`config.mk`:
```
export PLATFORM = sky130hd
export DESIGN_NAME = reg_file_flat
export DESIGN_NICKNAME = d
export VERILOG_FILES = /design/src/rtl/reg_file_if.sv /design/src/rtl/reg_file.sv /design/src/flat_wrapper.sv
export SDC_FILE = /design/constraint.sdc
export NUM_CORES = 2
export LEC_CHECK = 0
export BUFFER_PORTS_ARGS = -buffer_cell sky130_fd_sc_hd__buf_4
export CAP_MARGIN = 20
export CORE_MARGIN = 10
export CORE_UTILIZATION = 57
export DETAILED_ROUTE_END_ITERATION = 7
export GPL_TIMING_DRIVEN = 0
export PLACE_DENSITY_LB_ADDON = 0.1
export SETUP_SLACK_MARGIN = 0.3
export SLEW_MARGIN = 30
export SYNTH_ARGS = -nofsm -noshare
export SYNTH_HDL_FRONTEND = slang
export SYNTH_SLANG_ARGS = --single-unit
```
`constraint.sdc`:
```
create_clock -name clk_i -period 1.4 [get_ports clk_i]
set_input_delay 0.07 -clock clk_i [delete_from_list [all_inputs] [get_ports clk_i]]
set_output_delay 0.07 -clock clk_i [all_outputs]
set_load 0.03 [all_outputs]
```
`src/rtl/reg_file_if.sv`:
```
// Bundled read/write port signals of the register file.
// The master drives the addresses and write data; the slave returns the read data.
interface reg_file_if #(
    parameter int unsigned DATA_W = 32,
    parameter int unsigned ADDR_W = 5
);
    logic [ADDR_W-1:0] rs_addr;
    logic [ADDR_W-1:0] rt_addr;
    logic [ADDR_W-1:0] write_reg;
    logic              reg_write_en;
    logic [DATA_W-1:0] write_data;
    logic [DATA_W-1:0] reg_data1;
    logic [DATA_W-1:0] reg_data2;

    modport master (
        output rs_addr, rt_addr, write_reg, reg_write_en, write_data,
        input  reg_data1, reg_data2
    );

    modport slave (
        input  rs_addr, rt_addr, write_reg, reg_write_en, write_data,
        output reg_data1, reg_data2
    );
endinterface

```
`src/rtl/reg_file.sv`:
```
// Two-read, one-write register file with a hard-wired zero register and synchronous reset.
// Define REG_FILE_BYPASS_EN to forward same-cycle write data onto a matching read port.
module reg_file #(
    parameter int unsigned DATA_W = 32,
    parameter int unsigned ADDR_W = 5
) (
    input logic       clk_i,
    input logic       rst_ni,
    reg_file_if.slave bus
);
    localparam int unsigned NumRegs = 2 ** ADDR_W;

    logic [DATA_W-1:0] regs_q [NumRegs];
    logic [DATA_W-1:0] regs_d [NumRegs];
    logic              wr_valid;
    logic [DATA_W-1:0] rd1;
    logic [DATA_W-1:0] rd2;

    assign wr_valid = bus.reg_write_en && (bus.write_reg != '0);

    always_comb begin
        regs_d = regs_q;
        if (wr_valid) begin
            regs_d[bus.write_reg] = bus.write_data;
        end
        regs_d[0] = '0;
    end

    always_ff @(posedge clk_i) begin
        if (!rst_ni) begin
            regs_q <= '{default: '0};
        end else begin
            regs_q <= regs_d;
        end
    end

    always_comb begin
        rd1 = regs_q[bus.rs_addr];
        rd2 = regs_q[bus.rt_addr];
`ifdef REG_FILE_BYPASS_EN
        // A write lost to reset must not be forwarded either.
        if (rst_ni && wr_valid && (bus.write_reg == bus.rs_addr)) begin
            rd1 = bus.write_data;
        end
        if (rst_ni && wr_valid && (bus.write_reg == bus.rt_addr)) begin
            rd2 = bus.write_data;
        end
`endif
        if (bus.rs_addr == '0) begin
            rd1 = '0;
        end
        if (bus.rt_addr == '0) begin
            rd2 = '0;
        end
    end

    assign bus.reg_data1 = rd1;
    assign bus.reg_data2 = rd2;
endmodule

```
`src/flat_wrapper.sv`:
```
// flat-port wrapper written by rule: the top's interface ports become plain ports
module reg_file_flat 
#(
    parameter int unsigned DATA_W = 32,
    parameter int unsigned ADDR_W = 5
)
  (clk_i, rst_ni, bus_rs_addr, bus_rt_addr, bus_write_reg, bus_reg_write_en, bus_write_data, bus_reg_data1, bus_reg_data2);
  reg_file_if #(.DATA_W(DATA_W), .ADDR_W(ADDR_W)) bus_i ();
  input logic clk_i;
  input logic rst_ni;
  input wire logic [$bits(bus_i.rs_addr)-1:0] bus_rs_addr;
  input wire logic [$bits(bus_i.rt_addr)-1:0] bus_rt_addr;
  input wire logic [$bits(bus_i.write_reg)-1:0] bus_write_reg;
  input wire logic [$bits(bus_i.reg_write_en)-1:0] bus_reg_write_en;
  input wire logic [$bits(bus_i.write_data)-1:0] bus_write_data;
  output wire logic [$bits(bus_i.reg_data1)-1:0] bus_reg_data1;
  output wire logic [$bits(bus_i.reg_data2)-1:0] bus_reg_data2;
  assign bus_i.rs_addr = bus_rs_addr;
  assign bus_i.rt_addr = bus_rt_addr;
  assign bus_i.write_reg = bus_write_reg;
  assign bus_i.reg_write_en = bus_reg_write_en;
  assign bus_i.write_data = bus_write_data;
  assign bus_reg_data1 = bus_i.reg_data1;
  assign bus_reg_data2 = bus_i.reg_data2;
  reg_file #(.DATA_W(DATA_W), .ADDR_W(ADDR_W)) u_core (.clk_i(clk_i), .rst_ni(rst_ni), .bus(bus_i));
endmodule
```
==> key figures <==
CTS
  – H-tree depth: 3
  – Clock-pin slew on the worst setup and hold paths: 0.06 ns
  – Root Driver: clkbuf_16
  – CTS tree: done
  – Clock buffer count from CTS: 106
  – Maximum buffer depth of the clock tree: 3
  – Cts hold-fix bufs: 33
  – Clock insertion delay at the later pin of the skew report: 0.72 ns
  – Clk sink count: 992

Run status
  – Violations in the final reports: setup timing
  – Status: finished, violations left

Detailed routing
  – Number of remaining DRC errors: 0
  – Starting DRT DRC Count: 6,576
  – Total Wirelength: 222 mm
  – Number of antenna-violating nets in the routed design: 0
  – Routed via count: 48,298
  – Detailed-routing iteration count for the pre-antenna-repair pass: 8
  – Drt wl/cell: 30.0 microns
  – Vias per inst: 6.53

Timing
  – Maximum clock frequency: 338 MHz
  – Final Hold Violating Endpoints: 0
  – Least setup slack across all paths after layout: -1.56 ns
  – Slew at the pin closest to its max-slew limit: 0.980 ns
  – Setup repair after global routing missed its margin: true
  – Post-layout min period: 2.96 ns
  – Final Max Tran Viols: 0
  – Final count of negative-setup-slack endpoints: 64
  – Post-route clock period utilization: 2.11
  – Final clock skew: 0 ns
  – Max-slew headroom at the worst pin: 0.347

Synthesis
  – XOR/XNOR Fraction of Synth Area: 0
  – Cell area after synthesis: 52,300 sq um
  – Simple-gate share of the synthesized area: 0.169
  – Avg Synthesized Cell Area: 8.97 sq um
  – Sequential element share of the synthesized area: 0.379
  – Synth Register Bits: 992
  – Arithmetic-cell share of the synthesized area counting full adders, half adders and majority gates: 0
  – Share of synthesized area spent on multiplexers: 0.214
  – Synthesized Nets: 5,885
  – Largest area contributor in the synthesized netlist: dfxtp_1
  – Number of warnings issued by yosys: 0
  – Number of instances in the synthesized netlist: 5,835
  – Top cells by area in the synthesized netlist: dfxtp_1 38%, nand2_1 15%, mux4_2 14%, a21boi_0 12%, mux2i_1 4.9%
  – Complex-gate fraction of the synthesized area: 0.188
  – Portion of synthesized cell area occupied by the leading cell type: 0.379
  – Main combinational cell family by area after synthesis: multiplexers
  – Distinct cell type count after synthesis: 35

Worst setup path
  – Kind of start point of the critical path: flop
  – Critical path capture point type: output port
  – Master of the slowest instance on the critical path: o211ai_1
  – Critical path origin: u_core.regs_q[783]
  – Delay contributed by the slowest stage of the critical path: 0.58 ns
  – Largest fanout of any net on the critical path: 3
  – Required time reported for the critical path endpoint: 1.33 ns
  – Critical path, cell by cell: mux4_2, o211ai_1, nand4_1, buf_6
  – Arr. time, crit path: 2.89 ns
  – End point of the critical path: bus_reg_data1[15]
  – Launching point of the worst reg2reg path: u_core.regs_q[301]
  – Register-to-register setup slack: 0.59 ns
  – Worst Setup Path Type: reg -> out
  – Cell count of the worst reg-to-reg path: 2
  – Terminus of the critical flop-to-flop path: u_core.regs_q[301]

Placement
  – IO buf count: 108
  – DP Worst Slack: -1.53 ns
  – RePlAce Congestion: 1.06
  – Half-perimeter wire length after placement: 177 mm

Pwr
  – Total power: 66.7 mW
  – Cell leakage power: 21.2 nW
  – Ratio of total power to cell area: 1070 nW/um^2
  – IR drop worst, VDD: 1300 uV

Floorplan
  – Total number of placement rows: 111
  – Placeable core region: 91,400 sq um
  – Die X: 323 microns
  – Initial core utilization: 0.573
  – Number of I/O pins: 114
  – Die Outline Area: 104,000 sq um
  – Vertical die dimension: 323 microns

Global routing
  – Initial antenna violation count: 2
  – Via count of the first global-routing pass: 45,553
  – Global route total overflow: 0
  – Overall Global Routing Usage: 0.414
  – First-pass GRT wire length: 315 mm
  – Pin count of the biggest net entering global routing: 16

Cells and area
  – Leading cell type in the layout, fill and taps excluded: nand2_1
  – Largest register FFs: 992
  – Final net count: 6,168
  – Layout overhead on the synthesized area: 18.8%
  – Commonest cells after routing, fill and taps aside: 2,016 x nand2_1, 871 x a21boi_0, 801 x dfxtp_1, 336 x mux4_2, 255 x mux2i_1
  – Fraction of final layout cells sized beyond drive strength 1: 0.243
  – Top register by number of flip-flops: u_core.regs_q
  – Regs by FF count: u_core.regs_q: 992 flops

Run
  – Max-cap violations: 0

Min path
  – Path category of the worst min-delay check: in -> reg
## where the power goes
part           switching [mW]  internal [mW]  leakage [nW]
combinational            4.87           2.67          11.3
sequential              0.225           28.4          8.09
clock                    12.9           17.6          1.82
## kinds of logic (layout without fill, tap and decap cells)
family          count (synthesis)  count (layout)
other cells                     0               1
buf+inv                       594             964
mux                           688             688
compound gates               1316            1316
flops                         992             992
simple gates                 2245            2245
## how the worst min path moves through the flow
stage	start	endpoint	slack (ns)	depth (start not counted)
floorplan	bus_write_data[10]	u_core.regs_q[10]	0.21	2
global placement	bus_write_data[0]	u_core.regs_q[960]	0.39	3
detailed placement	bus_write_data[1]	u_core.regs_q[961]	0.40	3
CTS	bus_write_reg[2]	u_core.regs_q[511]	-0.07	5
global route	bus_write_reg[3]	u_core.regs_q[480]	-0.002	5
finish	bus_write_reg[2]	u_core.regs_q[480]	0.008	5
## per-stage QoR
step | instance area, sq um | utilization | setup TNS [ns] | hold slack, ns | std cells
global route | 62200 | 0.680 | -70.58 | -0.00152 | 7391
floorplan | 54000 | - | -4.69 | 0.215 | 5835
finish | 62200 | 0.681 | -70.44 | 0.00831 | 7392
detailed placement | 56300 | 0.616 | -696.16 | 0.399 | 7133
CTS | 61800 | 0.676 | -67.89 | -0.0741 | 7384
global placement | 56300 | 0.616 | -663.92 | 0.395 | 7129
## layer usage
metal / vias to the layer above / routed length (microns) / global-route usage
li1: 20998 / - / -
met1: 23469 / 84400 / 0.541
met2: 3229 / 92300 / 0.601
met3: 594 / 32100 / 0.147
met4: 8 / 13000 / 0.207
met5: - / 133 / 0.00661
## cell type report
class | instances | area [sq um]
Timing Repair Buffer | 175 | 1630
Clock inverter | 50 | 674
Antenna cell | 1 | 2.50
Sequential cell | 992 | 20100
Multi-Input combinational cell | 4249 | 31900
Fill cell | 7422 | 29200
Tap cell | 1186 | 1480
Inverter | 1 | 7.51
Buffer | 593 | 3390
Clock buffer | 145 | 3030
## cell usage after synthesis (all sizes together)
| cell | n |
|---|---|
| a2111oi | 32 |
| a21boi | 992 |
| a21oi | 8 |
| a221o | 32 |
| a22oi | 124 |
| and2 | 4 |
| and3 | 3 |
| and3b | 5 |
| buf | 230 |
| clkbuf | 363 |
| clkinv | 1 |
| dfxtp | 992 |
| mux2 | 96 |
| mux2i | 256 |
| mux4 | 336 |
| nand2 | 2029 |
| nand2b | 5 |
| nand3 | 43 |
| nand3b | 6 |
| nand4 | 36 |
| nor2 | 66 |
| nor2b | 5 |
| nor3 | 33 |
| nor3b | 5 |
| o211ai | 32 |
| o22ai | 96 |
| or2 | 1 |
| or3b | 4 |
## critical path: cells and delay by family, from the launching register on
kind | cells | cell delay, ns
simple gates | 1 | 0.47
buf+inv | 1 | 0.29
flops | 1 | 0.32
compound gates | 1 | 0.58
mux | 1 | 0.48
## repair_timing
item,CTS,global route
gates cloned,0,0
buffers inserted,23,7
hold endpoints to repair,681,2
resized for setup,387,236
endpoints found under the setup margin,895,773
pin swaps,44,39
Note: power is estimated with default switching activity, not from simulation.
